<file path="src/rtl/riscv_defs_pkg.sv">
// Shared definitions for the RISC-V core front end.
//
// Contents:
//   DEFAULT_RESET_PC  PC loaded into the fetch unit on reset.
//   DEFAULT_NOP_INS   addi x0,x0,0. It is presented to IF/ID whenever no real
//                     instruction is buffered.
//   fetch_state_e     Fetch FSM encodings. These are fixed so that a checker
//                     bound to the debug state output can decode them.
package riscv_defs;

    localparam logic [31:0] DEFAULT_RESET_PC = 32'h0000_0000;
    localparam logic [31:0] DEFAULT_NOP_INS  = 32'h0000_0013;

    typedef enum logic [1:0] {
        FETCH_REQ  = 2'd0,
        FETCH_WAIT = 2'd1,
        FETCH_HOLD = 2'd2
    } fetch_state_e;

endpackage

</file>
<file path="src/rtl/instruction_fetch_unit_out_buffer.sv">
// fetch_out_buffer: the output buffer that feeds IF/ID, plus a one-entry hold
// register. The hold register catches a returning fetch while the buffer is
// stalled.
//
// Ports:
//   clk, reset         clock; asynchronous active-low reset
//   push               a fetched word (push_pc/push_ins) arrives this edge
//   consume            IF/ID takes the buffered word this edge (not stalled)
//   flush              redirect: drop buffer and hold contents
//   push_pc, push_ins  PC and instruction of the arriving word
//   full               the buffer holds a real instruction
//   hold_full          the hold register holds a word waiting for the buffer
//   buf_pc, buf_ins    buffered PC / instruction
module fetch_out_buffer
    import riscv_defs::*;
(
    input  logic        clk,
    input  logic        reset,
    input  logic        push,
    input  logic        consume,
    input  logic        flush,
    input  logic [31:0] push_pc,
    input  logic [31:0] push_ins,
    output logic        full,
    output logic        hold_full,
    output logic [31:0] buf_pc,
    output logic [31:0] buf_ins
);

    logic        buf_valid;
    logic [31:0] hold_pc;
    logic [31:0] hold_ins;

    always_ff @(posedge clk or negedge reset) begin
        if (!reset) begin
            buf_valid <= 1'b0;
            buf_pc    <= 32'd0;
            buf_ins   <= 32'd0;
            hold_full <= 1'b0;
            hold_pc   <= 32'd0;
            hold_ins  <= 32'd0;
        end else if (flush) begin
            // Addresses are kept. Only the valid flags matter after a flush.
            buf_valid <= 1'b0;
            hold_full <= 1'b0;
        end else if (push) begin
            if (!buf_valid || consume) begin
                buf_valid <= 1'b1;
                buf_pc    <= push_pc;
                buf_ins   <= push_ins;
            end else begin
                hold_full <= 1'b1;
                hold_pc   <= push_pc;
                hold_ins  <= push_ins;
            end
        end else if (consume) begin
            // A push never coincides with a full hold register, because the
            // FSM does not fetch while in HOLD.
            if (hold_full) begin
                buf_valid <= 1'b1;
                buf_pc    <= hold_pc;
                buf_ins   <= hold_ins;
                hold_full <= 1'b0;
            end else begin
                buf_valid <= 1'b0;
            end
        end
    end

    assign full = buf_valid;

endmodule

</file>
<file path="src/rtl/instruction_fetch_unit.sv">
// instruction_fetch_unit: the IF stage of the 5-stage RISC-V core.
// It owns the PC, keeps one instruction-memory request outstanding at a time,
// and feeds the IF/ID register through fetch_out_buffer.
//
// Handshakes:
//   An address beat is transferred on a rising edge where imem_req=1 and
//   imem_ready=1. imem_req depends only on the FSM state and reset, never on
//   imem_ready.
//   A read-data beat is transferred on any rising edge where imem_rvalid=1.
//   There is no backpressure. Data outside the WAIT state is ignored.
//   IF/ID consumes the buffered word on every rising edge where stall_i=0.
//
// Ports:
//   clk, reset                 clock; asynchronous active-low reset
//   stall_i                    hazard stall; 1 = IF/ID holds this cycle
//   redirect_valid/redirect_pc taken branch/jump from EX (pc bits [1:0] ignored)
//   imem_req/imem_addr/imem_ready      address channel
//   imem_rvalid/imem_rdata             read-data channel
//   PC_out/ins_out/valid_out   to the IF/ID register
//   fsm_state                  debug view of the fetch FSM
module instruction_fetch_unit
    import riscv_defs::*;
#(
    parameter logic [31:0] RESET_PC = DEFAULT_RESET_PC,
    parameter logic [31:0] NOP_INS  = DEFAULT_NOP_INS
) (
    input  logic         clk,
    input  logic         reset,
    input  logic         stall_i,
    input  logic         redirect_valid,
    input  logic [31:0]  redirect_pc,
    output logic         imem_req,
    output logic [31:0]  imem_addr,
    input  logic         imem_ready,
    input  logic         imem_rvalid,
    input  logic [31:0]  imem_rdata,
    output logic [31:0]  PC_out,
    output logic [31:0]  ins_out,
    output logic         valid_out,
    output fetch_state_e fsm_state
);

    localparam logic [31:0] RESET_PC_ALIGNED = {RESET_PC[31:2], 2'b00};

    fetch_state_e state_q, state_d;
    logic [31:0]  pc_q, pc_d;
    logic [31:0]  req_pc_q, req_pc_d;
    logic         kill_q, kill_d;

    logic         push;
    logic         buf_full;
    logic         hold_full;
    logic [31:0]  buf_pc;
    logic [31:0]  buf_ins;

    always_ff @(posedge clk or negedge reset) begin
        if (!reset) begin
            state_q  <= FETCH_REQ;
            pc_q     <= RESET_PC_ALIGNED;
            req_pc_q <= 32'd0;
            kill_q   <= 1'b0;
        end else begin
            state_q  <= state_d;
            pc_q     <= pc_d;
            req_pc_q <= req_pc_d;
            kill_q   <= kill_d;
        end
    end

    always_comb begin
        state_d  = state_q;
        pc_d     = pc_q;
        req_pc_d = req_pc_q;
        kill_d   = kill_q;
        push     = 1'b0;

        case (state_q)
            FETCH_REQ: begin
                if (imem_ready) begin
                    req_pc_d = pc_q;
                    pc_d     = pc_q + 32'd4;
                    state_d  = FETCH_WAIT;
                    // A redirect on the accept edge kills the request just issued.
                    kill_d   = redirect_valid;
                end
            end
            FETCH_WAIT: begin
                if (imem_rvalid) begin
                    state_d = FETCH_REQ;
                    kill_d  = 1'b0;
                    if (!kill_q && !redirect_valid) begin
                        push = 1'b1;
                        if (buf_full && stall_i) begin
                            state_d = FETCH_HOLD;
                        end
                    end
                end else if (redirect_valid) begin
                    kill_d = 1'b1;
                end
            end
            FETCH_HOLD: begin
                // The held word moves into the buffer on the first unstalled edge.
                if (redirect_valid || !stall_i || !hold_full) begin
                    state_d = FETCH_REQ;
                end
            end
            default: begin
                state_d = FETCH_REQ;
            end
        endcase

        // A redirect overrides the +4 increment, including on an accept edge.
        if (redirect_valid) begin
            pc_d = {redirect_pc[31:2], 2'b00};
        end
    end

    // The state register already sits in REQ during reset. Gating with reset
    // keeps the request low until reset is released.
    assign imem_req  = reset && (state_q == FETCH_REQ);
    assign imem_addr = pc_q;
    assign fsm_state = state_q;

    fetch_out_buffer u_out_buffer (
        .clk       (clk),
        .reset     (reset),
        .push      (push),
        .consume   (!stall_i),
        .flush     (redirect_valid),
        .push_pc   (req_pc_q),
        .push_ins  (imem_rdata),
        .full      (buf_full),
        .hold_full (hold_full),
        .buf_pc    (buf_pc),
        .buf_ins   (buf_ins)
    );

    assign PC_out    = buf_pc;
    assign ins_out   = buf_full ? buf_ins : NOP_INS;
    assign valid_out = buf_full;

endmodule

</file>
<file path="config.mk">
export PLATFORM = sky130hd
export DESIGN_NAME = instruction_fetch_unit
export DESIGN_NICKNAME = d
export VERILOG_FILES = /design/src/rtl/riscv_defs_pkg.sv /design/src/rtl/instruction_fetch_unit_out_buffer.sv /design/src/rtl/instruction_fetch_unit.sv
export SDC_FILE = /design/constraint.sdc
export NUM_CORES = 1
export LEC_CHECK = 0
export CORE_UTILIZATION = 47
export CTS_CLUSTER_SIZE = 14
export DETAILED_ROUTE_END_ITERATION = 8
export GPL_TIMING_DRIVEN = 0
export PLACE_DENSITY = 0.81
export SETUP_SLACK_MARGIN = 0.2
export SLEW_MARGIN = 30
export SYNTH_ARGS = -nofsm -noshare
export SYNTH_HDL_FRONTEND = slang
export SYNTH_SLANG_ARGS = --single-unit
</file>
<file path="constraint.sdc">
create_clock -name clk -period 2.2 [get_ports clk]
set_input_delay 0.44 -clock clk [delete_from_list [all_inputs] [get_ports clk]]
set_output_delay 0.44 -clock clk [all_outputs]
set_load 0.03 [all_outputs]
</file>
### After elaboration in Yosys (flattened, before gate mapping)

Index checks and enable logic that the tools add are counted.

* bits in registers: 197
* memory bits (read-only): 0
* bits of input ports: 70
* bits in writable memories: 0
* word-level logic and storage cells: 82
* output and inout port bits: 100
* bits in latches: 0
* memories kept: 0

* multiply operators: 0
* multiplexer cells: 34
* reductions and logical operators: 24
* add/subtract/negate cells: 1
* div/mod/pow operators: 0
* eq/ne operators: 11
* order comparisons: 0
* shifts and indexed selects: 0
* bitwise operators: 2

Operators with widths (number)
* two-way mux 32 bit: 12
* adder 32 x 3 -> 32 bit (second input constant): 1
* two-way mux 1 bit: 15
* two-way mux 2 bit: 5
* AND reduction 3 bit: 3
* AND reduction 2 bit: 4
* nonzero test 2 bit: 4
* != test 2 bit (second input constant): 3
* != test 3 bit (second input constant): 2
* one-hot mux 2 bit (3 select lines): 1
* zero test 1 bit: 5
* != test 2 x 1 -> 1 bit (second input constant): 2
* AND reduction 4 bit: 1
* logical AND 1 bit: 3
* logical OR 1 bit: 3
* != test 3 x 1 -> 1 bit (second input constant): 1
* != test 3 x 2 -> 1 bit (second input constant): 1
* equality test 2 x 1 -> 1 bit (second input constant): 1
* equality test 2 bit (second input constant): 1
* zero test 2 bit: 1
* NOT 1 bit: 2
* one-hot mux 1 bit (2 select lines): 1

### Depth between registers and ports, before layout

* word-level depth: 7
* depth in mapped cells: 6
* depth with buffers taken out: 5

### Hierarchy

Synthesis repeated with hierarchy kept, for this count alone.

* cells, all modules: 735
* area total of the unflattened synthesis: 8882.3 um^2

Modules (own cells, without submodules)
* fetch_out_buffer: area an instance 5627.9 um^2, cells an instance 352, instances 1, seq. area each 3253.1 um^2
* instruction_fetch_unit: area an instance 3254.4 um^2, cells an instance 383, instances 1, seq. area each 1576.5 um^2

### Worst setup path after synthesis

No wires, ideal clock.

* path kind: register to register
* from: register state_q[1], in the netlist fsm_state[1]
* to: register pc_q[30], in the netlist imem_addr[30]
* library setup time: 82 ps
* buffers on the path: 1
* clock period less this slack: 2258 ps
* arrival time: 2176 ps
* stages on the path, launching flop included: 6
* path slack: -58 ps
* data required time: 2118 ps
* cells stage by stage: dfrtp_1 -> or3b_1 -> buf_2 -> or4_4 -> or4_1 -> a31oi_1

* word-level cells in the longest chain between the ends: 3

Ends and longest elaborated chain
* from (decl): line instruction_fetch_unit.sv:45 `fetch_state_e state_q, state_d;`
* from (signal assigned): line instruction_fetch_unit.sv:63 `state_q <= state_d;`
* zero test 2 bit: line instruction_fetch_unit.sv:77 `case (state_q)`
* nonzero test 2 bit (no source line)
* AND reduction 2 bit (no source line)
* to (signal assigned): line instruction_fetch_unit.sv:64 `pc_q <= pc_d;`
* to (decl): line instruction_fetch_unit.sv:46 `logic [31:0] pc_q, pc_d;`

No other way between the ends.
A chain may end at the register's enable or synchronous reset.

### Final worst setup path

* from: register kill_q
* to: register u_out_buffer.buf_ins[4]

* word-level cells in the longest chain between the ends: 7
* elaborated cells between the ends (all ways): 10
* classes of those cells: eq/ne: 2; mux: 4; reduce/logical: 4

Ends and longest elaborated chain
* from (decl): line instruction_fetch_unit.sv:48 `logic kill_q, kill_d;`
* from (signal assigned): line instruction_fetch_unit.sv:66 `kill_q <= kill_d;`
* zero test 1 bit *: line instruction_fetch_unit.sv:91 `if (!kill_q && !redirect_valid) begin`
* logical AND 1 bit *: line instruction_fetch_unit.sv:91
* two-way mux 1 bit *: line instruction_fetch_unit.sv:91
* two-way mux 1 bit *: line instruction_fetch_unit.sv:88 `if (imem_rvalid) begin`
* two-way mux 1 bit *: line instruction_fetch_unit.sv:77
* != test 2 x 1 -> 1 bit (no source line) or nonzero test 2 bit (tied branches)
* AND reduction 4 bit (no source line)
* to (signal assigned): line instruction_fetch_unit_out_buffer.sv:50 `buf_ins <= push_ins;`
* to (signal assigned): line instruction_fetch_unit_out_buffer.sv:62 `buf_ins <= hold_ins;`
* to (decl): line instruction_fetch_unit_out_buffer.sv:27 `output logic [31:0] buf_ins`

Every way passes the cells marked *; elsewhere a longest branch is shown, timed or not.

==> results.py <==
metrics = {
    "floorplanning": {
        "core-area_um2": 18000,
        "initial_utilization_pct": 48.0,
        "rows": 49,
        "io-pin-count": 170,
        "dieArea_um2": 19000,
        "die_y_um": 138,
        "die_width_um": 138,
    },
    "place": {
        "dp_slack_ps": -1130,
        "globalplace.congestion": 0.817,
        "dpl.hpwl_um": 14400,
        "io_buffers": 163,
    },
    "outcome": {
        "status": "finished, violations left",
        "violations": "hold timing, setup timing",
    },
    "finish": {
        "syn2layout_area_growth_pct": 51.4,
        "nets": 1062,
        "utilization_pct": 72.7,
        "drive_gt1_share_pct": 39.8,
        "fillers": 1109,
        "n_antenna_cell": 0,
    },
    "critical_path": {
        "cp_common_cell": "mux2_4",
        "cp_slowest_cell": "dfrtp_1",
        "cp.buffers_inverters": 3,
        "start_kind": "flip-flop",
        "path_cells": "or3_4 > or2_4 > clkbuf_16 > buf_6 > buf_8 > mux2_4 > mux2_4",
        "critical_path_class": "reg -> reg",
        "cp.arrival_ps": 2570,
        "cp-end-kind": "flip-flop",
        "path_max_fanout": 7,
        "crit_required_ps": 2530,
        "crit_path_max_incr_delay_ps": 410,
        "crit_family": "simple AND/OR/NAND/NOR gates",
    },
    "cts": {
        "htreeDepth": 4,
        "cts_num_sinks": 189,
        "root_buffer": "clkbuf_16",
        "numCtsBuffers": 17,
        "cts_tree": "yes",
        "cts.path.max_buffers": 2,
        "worstSkewPairLatency_ps": 450,
        "clk_pin_slew_ps": 70,
    },
    "timing": {
        "max_freq_mhz": 447,
        "hold_violations": 5,
        "period_minus_slack_ps": 2240,
        "final-max-slew-violation-count": 0,
        "finalSetupTns_ps": -232,
        "whs_ps": -9.54,
        "maxSlewHeadroom_pct": 46.6,
        "rsz0062_at_grt": "yes",
        "clock-skew-final_ps": 7.98,
        "post-route-worst-setup-slack_ps": -38.9,
        "finalSetupViolations": 20,
        "post-route-period-util_pct": 102,
        "tightest_slew_ps": 798,
    },
    "detailed_routing": {
        "vias_per_cell": 5.70,
        "drc_errors": 0,
        "drt_iter0_markers": 506,
        "vias": 7026,
        "antenna_left": 0,
        "finalWirelength_um": 26800,
        "firstDrtPassIters": 5,
        "wl_per_cell_um": 21.8,
    },
    "global_route": {
        "grt_max_degree": 56,
        "first_global_vias": 6736,
        "grt_antenna_before_repair": 0,
        "grt_overflow": 0,
        "grt_pass1_wl_um": 35700,
        "grtUsageTotal_pct": 25.4,
    },
    "yosys": {
        "synth_cells": 727,
        "synth.avg_cell_area_um2": 11.9,
        "yosysSeqAreaShare_pct": 54.7,
        "ys_ff_latch": 189,
        "ys_types": 43,
        "synth.cell_area_um2": 8650,
        "yosysWarnings": 0,
    },
    "power": {
        "power.static_leakage_uw": 0.00643,
        "pwr_density_cell_nw_per_um2": 845,
        "p_int_uw": 7760,
        "swShare_pct": 29.9,
        "clkPwrFrac_pct": 30.0,
        "total_power_uw": 11100,
        "combPwrFrac_pct": 27.3,
        "seq_power_share_pct": 42.7,
        "p_sw_uw": 3300,
        "vdd.ir_drop.worst_uv": 650,
    },
    "flow_run": {
        "maxCapViolCount": 0,
    },
    "hold_path": {
        "min_path_type": "in -> async",
    },
}
[what timing repair did]
| item | 4_1_cts | 5_1_grt |
|---|---|---|
| endpoints found under the setup margin | 237 | 193 |
| resized for setup | 179 | 243 |
| gates cloned | 9 | 9 |
| endpoints found under the hold margin | 48 | 0 |
| setup buffers | 34 | 19 |
| pin swaps | 22 | 21 |
| hold buffers | 6 | 0 |
[layout make-up]
class / instances / area [um^2] / share of cell area, %
multi-input cells: 491 / 4290 / 32.8
plain buffers: 46 / 593 / 4.53
repair buffers: 242 / 2530 / 19.3
inverters: 4 / 15.0 / 0.115
clock buffers: 20 / 437 / 3.33
well taps: 229 / 287 / 2.19
clock inverters: 12 / 184 / 1.40
flip-flops and latches: 189 / 4750 / 36.3
[stage by stage]
| step | cells | area (um^2) |
|---|---|---|
| after floorplan | 730 | 8850 |
| after global placement | 1122 | 10800 |
| final | 1233 | 13100 |
| after global routing | 1233 | 13100 |
| after detailed placement | 1124 | 10800 |
| after CTS | 1205 | 12200 |
[placed cells by master (no fill, tap or decap), types with 4 or more instances in the layout]
cell             synthesis  routed
buf_16                   0       5
and2_1                  32      32
conb_1                   1       4
buf_8                    0       6
dlygate4sd2_1            0      30
or4_4                    1       5
inv_6                    0       4
buf_2                   11      22
buf_6                    0      11
nand3_1                 19      17
o211ai_1                 6       6
dlymetal6s2s_1           0       7
buf_4                    4      50
clkdlybuf4s15_2          0       9
o21ai_0                 20      19
bufinv_16                0       4
clkbuf_4                 0       5
clkbuf_1                29      12
a31oi_1                 14      13
or4_1                   16      12
nor2_1                  20      19
clkdlybuf4s50_1          0      94
xor2_1                   6       6
nand4_1                 11      11
buf_12                   0      17
mux2_4                   0     122
dfrtp_1                189     171
or3_1                    7       6
mux2_2                 175      64
dfrtp_2                  0      18
o31ai_1                  8       7
clkbuf_16                0      32
nand2_1                112     110
[flip-flops by register name, summed over array words and instances (netlist names)]
name and count:
u_out_buffer.hold_ins 32, imem_addr 30, kill_q 1, fsm_state 2
req_pc_q 30, u_out_buffer.buf_ins 32, u_out_buffer.full 1, u_out_buffer.hold_full 1
u_out_buffer.buf_pc 30, u_out_buffer.hold_pc 30
[synth_stat cells, drive strengths merged]
cell type  number  area share (%)
dfrtp         189              55
mux2          186              24
nand2         112             4.9
and2           32             2.3
clkbuf         29             1.3
o21ai          21             1.2
nor2           20            0.87
nand3          19             1.1
buf            17             1.1
or4            17             1.5
a31oi          14             1.0
nand4          11            0.80
o31ai           8            0.69
or3             7            0.51
o211ai          6            0.52
xor2            6            0.61
and3            3            0.22
inv             3            0.13
nand2b          3            0.22
xnor2           3            0.30
a21oi           2            0.12
and4            2            0.20
mux2i           2            0.23
nor3b           2            0.23
or2             2            0.14
a21o            1           0.087
a22o            1            0.10
a41o            1            0.12
clkinv          1           0.043
conb            1           0.043
ha              1            0.14
nor2b           1           0.072
nor3            1           0.058
o41ai           1            0.10
or3b            1            0.10
or4b            1            0.12
[per-layer routing]
layer	vias up	wire [um]	global-route usage, %
met3	64	1740	6.00
met4	0	657	8.36
met1	3535	11100	32.6
li1	3092	-	-
met5	-	0	0
met2	335	13300	42.2
[kinds of logic after synthesis]
logic type | synth area share (%)
compound gates | 3.96
xor+xnor | 0.911
fa+ha+maj | 0.145
buf+inv | 2.50
flops | 54.7
mux | 24.4
other cells | 0.0433
simple gates | 13.3
[power groups by stage]
stage / Clock (uW) / Combinational [uW] / Sequential [uW]
global placement: 0 / 2340 / 4660
finish: 3320 / 3020 / 4720
global route: 3480 / 3200 / 4790
detailed placement: 0 / 2410 / 4700
floorplan: 0 / 1170 / 4920
CTS: 3320 / 2600 / 4630
[path summary, 6_finish.rpt]
kind	startpoint	endpoint	slack (ps)	cells after the start
max	kill_q$_DFFE_PN0P_	u_out_buffer.buf_ins[4]$_DFFE_PN0P_	-40	7
min	reset	req_pc_q[23]$_DFFE_PN0P_	-10	2
max reg2reg	kill_q$_DFFE_PN0P_	u_out_buffer.buf_ins[4]$_DFFE_PN0P_	-40	7
min reg2reg	req_pc_q[14]$_DFFE_PN0P_	req_pc_q[14]$_DFFE_PN0P_	500	2
max in group asynchronous	reset	imem_addr[10]$_DFFE_PN0P_	870	3
min in group clk	req_pc_q[14]$_DFFE_PN0P_	req_pc_q[14]$_DFFE_PN0P_	500	2
Power figures use the tool's default switching activity.
